File: src/rtl/lsu_pkg.sv
// Shared definitions for the RV32I load/store unit:
// funct3 codes, response error codes and FSM states.
package lsu_pkg;

   localparam logic [2:0] F3_SB  = 3'b000;
   localparam logic [2:0] F3_SH  = 3'b001;
   localparam logic [2:0] F3_SW  = 3'b010;
   localparam logic [2:0] F3_LB  = 3'b000;
   localparam logic [2:0] F3_LH  = 3'b001;
   localparam logic [2:0] F3_LW  = 3'b010;
   localparam logic [2:0] F3_LBU = 3'b100;
   localparam logic [2:0] F3_LHU = 3'b101;

   localparam logic [1:0] ERR_OK     = 2'b00;
   localparam logic [1:0] ERR_ALIGN  = 2'b01;
   localparam logic [1:0] ERR_ACCESS = 2'b10;
   localparam logic [1:0] ERR_FUNCT3 = 2'b11;

   typedef enum logic [1:0] {
      S_IDLE,
      S_ACCESS,
      S_WAIT,
      S_DONE
   } lsu_state_t;

   function automatic logic f3_illegal(
      input logic       we,
      input logic [2:0] f3
   );
      if (we)
         return f3 > F3_SW;
      return (f3 == 3'b011) || (f3 == 3'b110) ||
             (f3 == 3'b111);
   endfunction

   // Size lives in f3[1:0] for both signed and unsigned loads.
   function automatic logic misaligned(
      input logic [2:0] f3,
      input logic [1:0] lo
   );
      case (f3[1:0])
         2'b01:   return lo[0];
         2'b10:   return lo != 2'b00;
         default: return 1'b0;
      endcase
   endfunction

endpackage

File: src/rtl/load_store_unit_if.sv
// Request, memory and response signals of the load/store unit.
// The unit uses the slave view; its environment uses master.
interface load_store_unit_if;

   logic        req_valid;
   logic        req_ready;
   logic        req_we;
   logic [2:0]  req_funct3;
   logic [31:0] req_addr;
   logic [31:0] req_wdata;
   logic        mem_req;
   logic        mem_we;
   logic [31:0] mem_addr;
   logic [3:0]  mem_be;
   logic [31:0] mem_wdata;
   logic        mem_rvalid;
   logic [31:0] mem_rdata;
   logic        rsp_valid;
   logic        rsp_ready;
   logic [31:0] rsp_data;
   logic [1:0]  rsp_err;

   modport slave (
      input  req_valid, req_we, req_funct3,
      input  req_addr, req_wdata,
      input  mem_rvalid, mem_rdata, rsp_ready,
      output req_ready,
      output mem_req, mem_we, mem_addr,
      output mem_be, mem_wdata,
      output rsp_valid, rsp_data, rsp_err
   );

   modport master (
      output req_valid, req_we, req_funct3,
      output req_addr, req_wdata,
      output mem_rvalid, mem_rdata, rsp_ready,
      input  req_ready,
      input  mem_req, mem_we, mem_addr,
      input  mem_be, mem_wdata,
      input  rsp_valid, rsp_data, rsp_err
   );

endinterface

File: src/rtl/lsu_lane_align.sv
// Store lane replication / byte enables and load byte or
// half extraction with sign or zero extension.
module lsu_lane_align
   import lsu_pkg::*;
(
   input  logic        we,
   input  logic [2:0]  funct3,
   input  logic [1:0]  addr_lo,
   input  logic [31:0] wdata,
   input  logic [31:0] rdata,
   output logic [3:0]  be,
   output logic [31:0] wdata_o,
   output logic [31:0] rdata_o
);

   logic [7:0]  byte_v;
   logic [15:0] half_v;

   assign byte_v = rdata[{addr_lo, 3'b000} +: 8];
   assign half_v = rdata[{addr_lo[1], 4'b0000} +: 16];

   always_comb begin
      be      = 4'b1111;
      wdata_o = '0;
      rdata_o = rdata;
      if (we) begin
         unique case (funct3)
            F3_SB: begin
               be      = 4'b0001 << addr_lo;
               wdata_o = {4{wdata[7:0]}};
            end
            F3_SH: begin
               be      = addr_lo[1] ? 4'b1100 : 4'b0011;
               wdata_o = {2{wdata[15:0]}};
            end
            default: wdata_o = wdata;
         endcase
      end else begin
         unique case (funct3)
            F3_LB:  rdata_o = {{24{byte_v[7]}}, byte_v};
            F3_LH:  rdata_o = {{16{half_v[15]}}, half_v};
            F3_LBU: rdata_o = {24'h0, byte_v};
            F3_LHU: rdata_o = {16'h0, half_v};
            default: rdata_o = rdata;
         endcase
      end
   end

endmodule

File: src/rtl/load_store_unit.sv
// RV32I load/store unit: request checks, one-shot memory
// strobe, bounded wait for completion and a held response.
module load_store_unit
   import lsu_pkg::*;
#(
   parameter int MEM_BYTES      = 1024,
   parameter int TIMEOUT_CYCLES = 16,
   parameter int CNT_W          = 5
) (
   input logic                clk,
   input logic                rst,
   load_store_unit_if.slave   bus
);

   localparam logic [CNT_W-1:0] CNT_LAST =
      CNT_W'(TIMEOUT_CYCLES - 1);
   localparam logic [31:0] ADDR_MAX = 32'(MEM_BYTES - 1);

   lsu_state_t       state;
   logic             we_q;
   logic [2:0]       f3_q;
   logic [1:0]       lo_q;
   logic [CNT_W-1:0] cnt;

   logic        req_ready_q;
   logic        mem_req_q;
   logic        mem_we_q;
   logic [31:0] mem_addr_q;
   logic [3:0]  mem_be_q;
   logic [31:0] mem_wdata_q;
   logic        rsp_valid_q;
   logic [31:0] rsp_data_q;
   logic [1:0]  rsp_err_q;

   logic        idle;
   logic        la_we;
   logic [2:0]  la_f3;
   logic [1:0]  la_lo;
   logic [3:0]  la_be;
   logic [31:0] la_wdata;
   logic [31:0] la_rdata;
   logic [1:0]  req_err;

   // Steering sees the live request while idle, and the
   // captured request afterwards for load extraction.
   assign idle  = state == S_IDLE;
   assign la_we = idle ? bus.req_we : we_q;
   assign la_f3 = idle ? bus.req_funct3 : f3_q;
   assign la_lo = idle ? bus.req_addr[1:0] : lo_q;

   lsu_lane_align u_align (
      .we      (la_we),
      .funct3  (la_f3),
      .addr_lo (la_lo),
      .wdata   (bus.req_wdata),
      .rdata   (bus.mem_rdata),
      .be      (la_be),
      .wdata_o (la_wdata),
      .rdata_o (la_rdata)
   );

   always_comb begin
      req_err = ERR_OK;
      if (f3_illegal(bus.req_we, bus.req_funct3))
         req_err = ERR_FUNCT3;
      else if (misaligned(bus.req_funct3,
                          bus.req_addr[1:0]))
         req_err = ERR_ALIGN;
      else if (bus.req_addr > ADDR_MAX)
         req_err = ERR_ACCESS;
   end

   always_ff @(posedge clk or posedge rst) begin
      if (rst) begin
         state       <= S_IDLE;
         we_q        <= 1'b0;
         f3_q        <= '0;
         lo_q        <= '0;
         cnt         <= '0;
         req_ready_q <= 1'b1;
         mem_req_q   <= 1'b0;
         mem_we_q    <= 1'b0;
         mem_addr_q  <= '0;
         mem_be_q    <= '0;
         mem_wdata_q <= '0;
         rsp_valid_q <= 1'b0;
         rsp_data_q  <= '0;
         rsp_err_q   <= ERR_OK;
      end else begin
         unique case (state)
            S_IDLE: begin
               if (bus.req_valid && req_ready_q) begin
                  we_q        <= bus.req_we;
                  f3_q        <= bus.req_funct3;
                  lo_q        <= bus.req_addr[1:0];
                  req_ready_q <= 1'b0;
                  if (req_err != ERR_OK) begin
                     state       <= S_DONE;
                     rsp_valid_q <= 1'b1;
                     rsp_err_q   <= req_err;
                     rsp_data_q  <= '0;
                  end else begin
                     state       <= S_ACCESS;
                     mem_req_q   <= 1'b1;
                     mem_we_q    <= bus.req_we;
                     mem_addr_q  <= {bus.req_addr[31:2],
                                     2'b00};
                     mem_be_q    <= la_be;
                     mem_wdata_q <= la_wdata;
                  end
               end
            end
            S_ACCESS: begin
               state       <= S_WAIT;
               cnt         <= '0;
               mem_req_q   <= 1'b0;
               mem_we_q    <= 1'b0;
               mem_addr_q  <= '0;
               mem_be_q    <= '0;
               mem_wdata_q <= '0;
            end
            S_WAIT: begin
               // Completion beats timeout in the last cycle.
               if (bus.mem_rvalid) begin
                  state       <= S_DONE;
                  rsp_valid_q <= 1'b1;
                  rsp_err_q   <= ERR_OK;
                  rsp_data_q  <= we_q ? '0 : la_rdata;
               end else if (cnt == CNT_LAST) begin
                  state       <= S_DONE;
                  rsp_valid_q <= 1'b1;
                  rsp_err_q   <= ERR_ACCESS;
                  rsp_data_q  <= '0;
               end else begin
                  cnt <= cnt + 1'b1;
               end
            end
            S_DONE: begin
               if (bus.rsp_ready) begin
                  state       <= S_IDLE;
                  req_ready_q <= 1'b1;
                  rsp_valid_q <= 1'b0;
                  rsp_data_q  <= '0;
                  rsp_err_q   <= ERR_OK;
               end
            end
            default: state <= S_IDLE;
         endcase
      end
   end

   assign bus.req_ready = req_ready_q;
   assign bus.mem_req   = mem_req_q;
   assign bus.mem_we    = mem_we_q;
   assign bus.mem_addr  = mem_addr_q;
   assign bus.mem_be    = mem_be_q;
   assign bus.mem_wdata = mem_wdata_q;
   assign bus.rsp_valid = rsp_valid_q;
   assign bus.rsp_data  = rsp_data_q;
   assign bus.rsp_err   = rsp_err_q;

endmodule

File: src/flat_wrapper.sv
// flat-port wrapper written by rule: the top's interface ports become plain ports
module load_store_unit_flat import lsu_pkg::*;
#(
   parameter int MEM_BYTES      = 1024,
   parameter int TIMEOUT_CYCLES = 16,
   parameter int CNT_W          = 5
)
  (clk, rst, bus_req_valid, bus_req_we, bus_req_funct3, bus_req_addr, bus_req_wdata, bus_mem_rvalid, bus_mem_rdata, bus_rsp_ready, bus_req_ready, bus_mem_req, bus_mem_we, bus_mem_addr, bus_mem_be, bus_mem_wdata, bus_rsp_valid, bus_rsp_data, bus_rsp_err);
  load_store_unit_if bus_i ();
  input logic clk;
  input logic rst;
  input wire logic [$bits(bus_i.req_valid)-1:0] bus_req_valid;
  input wire logic [$bits(bus_i.req_we)-1:0] bus_req_we;
  input wire logic [$bits(bus_i.req_funct3)-1:0] bus_req_funct3;
  input wire logic [$bits(bus_i.req_addr)-1:0] bus_req_addr;
  input wire logic [$bits(bus_i.req_wdata)-1:0] bus_req_wdata;
  input wire logic [$bits(bus_i.mem_rvalid)-1:0] bus_mem_rvalid;
  input wire logic [$bits(bus_i.mem_rdata)-1:0] bus_mem_rdata;
  input wire logic [$bits(bus_i.rsp_ready)-1:0] bus_rsp_ready;
  output wire logic [$bits(bus_i.req_ready)-1:0] bus_req_ready;
  output wire logic [$bits(bus_i.mem_req)-1:0] bus_mem_req;
  output wire logic [$bits(bus_i.mem_we)-1:0] bus_mem_we;
  output wire logic [$bits(bus_i.mem_addr)-1:0] bus_mem_addr;
  output wire logic [$bits(bus_i.mem_be)-1:0] bus_mem_be;
  output wire logic [$bits(bus_i.mem_wdata)-1:0] bus_mem_wdata;
  output wire logic [$bits(bus_i.rsp_valid)-1:0] bus_rsp_valid;
  output wire logic [$bits(bus_i.rsp_data)-1:0] bus_rsp_data;
  output wire logic [$bits(bus_i.rsp_err)-1:0] bus_rsp_err;
  assign bus_i.req_valid = bus_req_valid;
  assign bus_i.req_we = bus_req_we;
  assign bus_i.req_funct3 = bus_req_funct3;
  assign bus_i.req_addr = bus_req_addr;
  assign bus_i.req_wdata = bus_req_wdata;
  assign bus_i.mem_rvalid = bus_mem_rvalid;
  assign bus_i.mem_rdata = bus_mem_rdata;
  assign bus_i.rsp_ready = bus_rsp_ready;
  assign bus_req_ready = bus_i.req_ready;
  assign bus_mem_req = bus_i.mem_req;
  assign bus_mem_we = bus_i.mem_we;
  assign bus_mem_addr = bus_i.mem_addr;
  assign bus_mem_be = bus_i.mem_be;
  assign bus_mem_wdata = bus_i.mem_wdata;
  assign bus_rsp_valid = bus_i.rsp_valid;
  assign bus_rsp_data = bus_i.rsp_data;
  assign bus_rsp_err = bus_i.rsp_err;
  load_store_unit #(.MEM_BYTES(MEM_BYTES), .TIMEOUT_CYCLES(TIMEOUT_CYCLES), .CNT_W(CNT_W)) u_core (.clk(clk), .rst(rst), .bus(bus_i));
endmodule
File: config.mk
export PLATFORM = sky130hd
export DESIGN_NAME = load_store_unit_flat
export DESIGN_NICKNAME = d
export VERILOG_FILES = /design/src/rtl/lsu_pkg.sv /design/src/rtl/load_store_unit_if.sv /design/src/rtl/lsu_lane_align.sv /design/src/rtl/load_store_unit.sv /design/src/flat_wrapper.sv
export SDC_FILE = /design/constraint.sdc
export NUM_CORES = 1
export LEC_CHECK = 0
export CAP_MARGIN = 30
export CORE_MARGIN = 3
export CORE_UTILIZATION = 41
export DETAILED_ROUTE_END_ITERATION = 16
export PLACE_DENSITY = 0.85
export SKIP_LAST_GASP = 1
export SYNTH_ARGS = -nofsm -noshare
export SYNTH_HDL_FRONTEND = slang
export SYNTH_SLANG_ARGS = --single-unit
File: constraint.sdc
create_clock -name clk -period 4.4 [get_ports clk]
set_input_delay 1.1 -clock clk [delete_from_list [all_inputs] [get_ports clk]]
set_output_delay 1.1 -clock clk [all_outputs]
set_load 0.01 [all_outputs]
==> out/results.ini, run 1 <==
[sta]
finalSetupViolCount = 0
hold_violations = 0
setup_tns_ps = 0
period_share_pct = 78.9
maxSlewHeadroom_pct = 43.2
slew_violations = 0
hold_slack_ps = 484
rsz0062_at_grt = no
worst_pin_slew_ps = 852
fin_skew_ps = 9.72
post-route-min-period_ps = 3470
max_freq_mhz = 288

[clocking]
clock_sinks = 117
post_cts_resized = 0
clock_latency_ps = 420
cts_setup_buffers = 0
numCtsBuffers = 17
cts_tree = built
clk_pin_slew_ps = 60
htree_num_levels = 4
clockRootBuffer = clkbuf_16
cts_hold_buffers = 0
cts_max_path_buffers = 2

[detailed_routing]
dr.pass1.iters = 9
via_per_inst = 5.44
wl_per_cell_um = 18.8
drc = 0
wl_um = 18400
via_count = 5316
drtIter0Drc = 317
drtAntennaViolNets = 0

[global_routing]
antenna_found_initial = 0
busiest_layer = met2
gr-usage-all-layers_pct = 23.0
overflow = 0
met3_usage_pct = 5.98
grt_max_degree = 69
grt_pass1_wl_um = 29600
grt_util_met1_pct = 30.1
global_route.usage.met2_pct = 37.5
grt_pass1_vias = 5586

[worst_setup_path]
critical_path.endpoint_type = register
cp-endpoint = u_core.bus.rsp_data[9]
ff2ff_path_depth = 8
critPathKind = input port to register
crit_path_start_kind = input port
regToRegSetupSlack_ps = 1590
timing.rr.end = u_core.bus.rsp_data[31]
worst_ep_required_time_ps = 4730
startpoint = bus_req_funct3[0]
critical_path_arrival_ps = 3800
rr_startpoint = u_core.state[0]
worst-path-max-fanout = 26

[synthesis]
synthFlopType = dfrtp_1
syn_area_um2 = 6060
async_flop_share_pct = 100
syn_avg_cell_area_um2 = 10.4
yosysTopAreaCellShare_pct = 47.9
synth_edf_count = 0
yosys.area.top_type = dfrtp_1
synthCells = 581
yosys_warnings = 0
yosysSeqAreaShare_pct = 48.4
netlist_top_cells_area = dfrtp_1, mux2i_1, mux2_2
synth_cell_type_count = 55
ys_ff_latch = 117

[status]
status = finished, final reports clean

[floorplan]
design.die.area_um2 = 16300
initial_core_util_pct = 42.8
core-area_um2 = 14100
ios = 211
rows = 43
die_w_um = 128
die_h_um = 128

[placed_design]
port-buffer-count = 208
dp_hpwl_um = 13000
placed_cell_area_um2 = 8350
globalplace.congestion = 0.912

[finish]
nNetsFinal = 898
multi_input_area_um2 = 2820
antenna_cells = 0
design_area_um2 = 8980
regArea_um2 = 2930
area_growth_pct = 48.2
nFillCells = 1135
drive_gt1_share_pct = 12.8

[pwr]
leakage_uw = 0.00403
ir_drop_uv = 347
power_density_nw_per_um2 = 712

[job]
max_cap_viol_count = 0

[min_path]
hold_path.class = register to register

## cells in the mapped netlist, drive strengths merged (17+ instances only)
library cell / count
a21oi: 18
and2: 23
dfrtp: 116
inv: 35
buf: 19
o41ai: 17
nand2: 48
clkbuf: 21
o21ai: 63
nor2: 40
mux2: 30
mux2i: 45
## cells in the final DEF, fill, tap and decap left out, drive strengths merged, types with 23 or more instances in the layout
master / n
dfrtp: 116
clkdlybuf4s50: 208
inv: 39
and2: 23
mux2: 30
nand2: 48
nor2: 40
o21ai: 63
mux2i: 45
## kinds of logic after synthesis
| kind of cell | after synthesis | share of synthesized area (%) |
|---|---|---|
| AO/OA/AOI/OAI | 150 | 18.0 |
| flip-flops | 117 | 48.4 |
| AND/OR/NAND/NOR | 150 | 12.2 |
| XOR/XNOR | 3 | 0.434 |
| buffers and inverters | 75 | 5.62 |
| adder cells (fa/ha/maj) | 9 | 1.86 |
| other | 1 | 0.0619 |
| multiplexers | 76 | 13.4 |
## power by group
part	internal (uW)	switching, uW	total [uW]
sequential	1470	258	1720
clock	845	547	1390
combinational	1530	1750	3270
## state kept, by name, indices dropped and copies added, names as in the netlist, 2 cells and up
signal and cells:
u_core.bus.mem_addr 30, u_core.bus.mem_be 4, u_core.bus.mem_wdata 32, u_core.bus.rsp_data 32
u_core.bus.rsp_err 2, u_core.cnt 5, u_core.f3_q 3, u_core.lo_q 2
u_core.state 2
## cell type report
| type | instances | area share [%] |
|---|---|---|
| Inverter | 35 | 1.49 |
| Tap cell | 180 | 2.51 |
| Clock buffer | 17 | 4.74 |
| Sequential cell | 117 | 32.6 |
| Timing Repair Buffer | 223 | 25.3 |
| Multi-Input combinational cell | 390 | 31.4 |
| Clock inverter | 15 | 1.91 |
## stage by stage
step	worst slack, ps	power [uW]	utilization [%]	std cells
2_1_floorplan	201	3630	-	582
3_3_place_gp	702	4890	58.8	943
3_5_place_dp	574	4970	59.0	944
4_1_cts	946	6400	63.3	976
5_1_grt	723	6800	63.4	977
6_report	927	6390	63.4	977
## routing by layer
metal	vias to the layer above	part of all wire [%]
met4	0	2.0
met5	-	0
li1	2470	-
met2	237	49
met1	2580	42
met3	29	7.3
## how the worst min path moves through the flow
stage                                       start                      end  slack [ps]  depth (start not counted)
after floorplan                    u_core.lo_q[0]           u_core.lo_q[0]         480                          1
after global placement    u_core.bus.mem_addr[23]  u_core.bus.mem_addr[23]         470                          1
after detailed placement  u_core.bus.mem_addr[22]  u_core.bus.mem_addr[22]         470                          1
after CTS                 u_core.bus.mem_addr[27]  u_core.bus.mem_addr[27]         490                          1
after global routing      u_core.bus.mem_addr[26]  u_core.bus.mem_addr[26]         500                          1
final                     u_core.bus.mem_addr[27]  u_core.bus.mem_addr[27]         480                          1
## critical path, cell delays in order
cell,delay [ps]
clkdlybuf4s50_1,610
inv_1,100
ha_1,240
o21ai_0,200
nand3_1,170
nor4_2,570
or2_1,390
buf_12,240
o2bb2ai_1,150
Note: power is estimated with default switching activity, not from simulation.
==> inputs of run 2 (changes only) <==
- CORE_UTILIZATION: 41 -> 45
- PLACE_DENSITY: 0.85 -> 0.88
- clock period: 4.4 -> 3.34 ns (I/O delays scaled with it)
==> run 2 against run 1 <==
Compared with the run above: design area is 0.38% higher; utilization is 6.5 points higher; critical path depth is 1 lower; first-iteration DRC count is 63% higher; register-to-register slack worse by 1200 ps; non-clock buffer count is 5 higher; sequential cell count stayed put; sequential share of layout area is 0.12 points lower; clock skew hardly changed; clock power is 35% higher; routed wire length is 2.2% higher.
==> out/results.ini, run 2 (synthesis gave the netlist of run 1 again) <==
[finish]
nFillCells = 935  ; -18%
area_growth_pct = 48.8
design_area_um2 = 9010  ; +0.38%
nNetsFinal = 903  ; +0.56%
fin_cells = 974  ; -0.31%
antenna_cells = 0  ; unchanged
final_cell_mix = clkdlybuf4s50_1, dfrtp_1, o21ai_0
layout_commonest_cell = clkdlybuf4s50_1
drive_gt1_share_pct = 12.8  ; +0.045 points

[global_routing]
grt_max_degree = 56  ; -19%
overflow = 0  ; unchanged
gr-usage-all-layers_pct = 25.1  ; +2.0 points
antenna_found_initial = 0  ; unchanged
grt_pass1_wl_um = 29100  ; -1.5%
grt_pass1_vias = 5649  ; +1.1%

[worst_setup_path]
startpoint = u_core.state[0]
rr_startpoint = u_core.state[0]
path_buf_inv = 2  ; -1
max_stage_delay_ps = 690  ; +80 ps
worst_path_dominant_cell_family = compound AO/OA/AOI/OAI gates
critical_path.cell_chain = inv_1 -> ha_1 -> buf_4 -> and3b_1 -> nor2_1 -> o21ai_0 -> a222oi_1 -> o2bb2ai_1
worst_ep_required_time_ps = 3670  ; -1060 ps
crit_path_start_kind = register
critPathKind = register to register
critical_path_arrival_ps = 3300  ; -500 ps
critical_path.endpoint_type = register
cpMaxStageDelayCell = o21ai_0
worst-path-max-fanout = 14  ; -46%

[sta]
worst_pin_slew_ps = 847  ; -5.18 ps
hold_violations = 0  ; unchanged
fin_skew_ps = 9.26  ; -0.459 ps
rsz0062_at_grt = no
setup_tns_ps = 0  ; unchanged
max_freq_mhz = 336
period_share_pct = 89.2
slew_violations = 0  ; unchanged
maxSlewHeadroom_pct = 43.5  ; +0.35 points
post-route-min-period_ps = 2980
finalSetupViolCount = 0  ; unchanged
hold_slack_ps = 484  ; +0.549 ps

[detailed_routing]
via_per_inst = 5.66  ; +4.1%
dr.pass1.iters = 5  ; -4
wl_per_cell_um = 19.3  ; +2.5%
drtAntennaViolNets = 0  ; unchanged
drc = 0  ; unchanged
via_count = 5517  ; +3.8%
wl_um = 18800  ; +2.2%
drtIter0Drc = 518  ; +63%

[floorplan]
core-area_um2 = 12900  ; -9.0%
die_w_um = 122  ; -4.3%
ios = 211  ; unchanged
rows = 41  ; -4.7%
initial_core_util_pct = 47.0  ; +4.2 points
design.die.area_um2 = 14900  ; -8.5%
die_h_um = 122  ; -4.3%

[clocking]
cts_hold_buffers = 0  ; unchanged
clock_latency_ps = 410  ; about the same
clock_sinks = 117  ; unchanged
cts_setup_buffers = 0  ; unchanged
clockRootBuffer = clkbuf_16
cts_tree = built
cts_max_path_buffers = 2  ; unchanged
post_cts_resized = 0  ; unchanged
numCtsBuffers = 17  ; unchanged
clk_pin_slew_ps = 50  ; about the same
htree_num_levels = 4  ; unchanged

[placed_design]
dp_hpwl_um = 13500  ; +4.2%
port-buffer-count = 208  ; unchanged
placed_cell_area_um2 = 8400  ; +0.49%
placedCellCount = 942  ; -0.21%
globalplace.congestion = 0.912  ; about the same

[pwr]
power_density_nw_per_um2 = 933  ; +31%
ir_drop_uv = 530  ; +53%
leakage_uw = 0.00406  ; +0.77%

[status]
status = finished, final reports clean

[min_path]
hold_path.class = register to register
worstHoldStart = u_core.bus.mem_addr[24]

[job]
max_cap_viol_count = 0  ; unchanged

## run 2: cell count changes in the layout (fill, tap and decap cells not counted), sizes merged
cell      previous run  this run
clkinv               5         2
clkinvlp             4         3
inv                 39        34
clkbuf              18        25
buf                 14        20
bufinv               2         3
## run 2: final timing paths
| check | to | slack [ps] | cells after the start |
|---|---|---|---|
| hold reg to reg | u_core.bus.mem_addr[24] | 480 | 1 |
| setup reg to reg | u_core.bus.rsp_data[10] | 360 | 8 |
| min in group asynchronous | u_core.bus.mem_addr[31] | 720 | 2 |
| hold / removal | u_core.bus.mem_addr[24] | 480 | 1 |
| max in group asynchronous | u_core.bus.req_ready | 1990 | 3 |
| setup / recovery | u_core.bus.rsp_data[10] | 360 | 8 |
## run 2: through the flow
stage	total power [uW]	utilization, %	setup slack [ps]
5_1_grt	8880	70.0	87.1
3_3_place_gp	6320	65.2	197
4_1_cts	8410	70.0	430
3_5_place_dp	6470	65.2	123
2_1_floorplan	4780	-	734
6_report	8410	70.0	362
## run 2: routing by layer
layer	vias to the layer above	global-route usage, %	routed length, um
li1	2479	-	-
met1	2700	32.1	7440
met2	293	41.0	9310
met3	45	6.27	1580
met4	0	9.80	448
met5	-	0	0
## run 2: area by class of cell
| cell class | count | area, um2 | area share [%] |
|---|---|---|---|
| sequential | 117 | 2930 | 32.5 |
| clock buffer | 25 | 495 | 5.50 |
| timing repair buffer | 228 | 2290 | 25.5 |
| clock inverter | 7 | 119 | 1.32 |
| multi-input combinational | 390 | 2820 | 31.3 |
| tap | 172 | 215 | 2.39 |
| inverter | 35 | 135 | 1.50 |
## run 2: power breakdown
| part | total [uW] | internal [uW] | switching (uW) |
|---|---|---|---|
| clock | 1880 | 1250 | 631 |
| sequential | 2230 | 1910 | 319 |
| combinational | 4290 | 1970 | 2330 |
| total | 8410 | 5130 | 3280 |
## run 2: worst register-to-register path, delay by kind of cell (launching register included)
kind                     cells  cell delay [ps]
AO/OA/AOI/OAI                3             1140
adder cells (fa/ha/maj)      1              550
buffers and inverters        2              410
flip-flops                   1              400
AND/OR/NAND/NOR              2              400
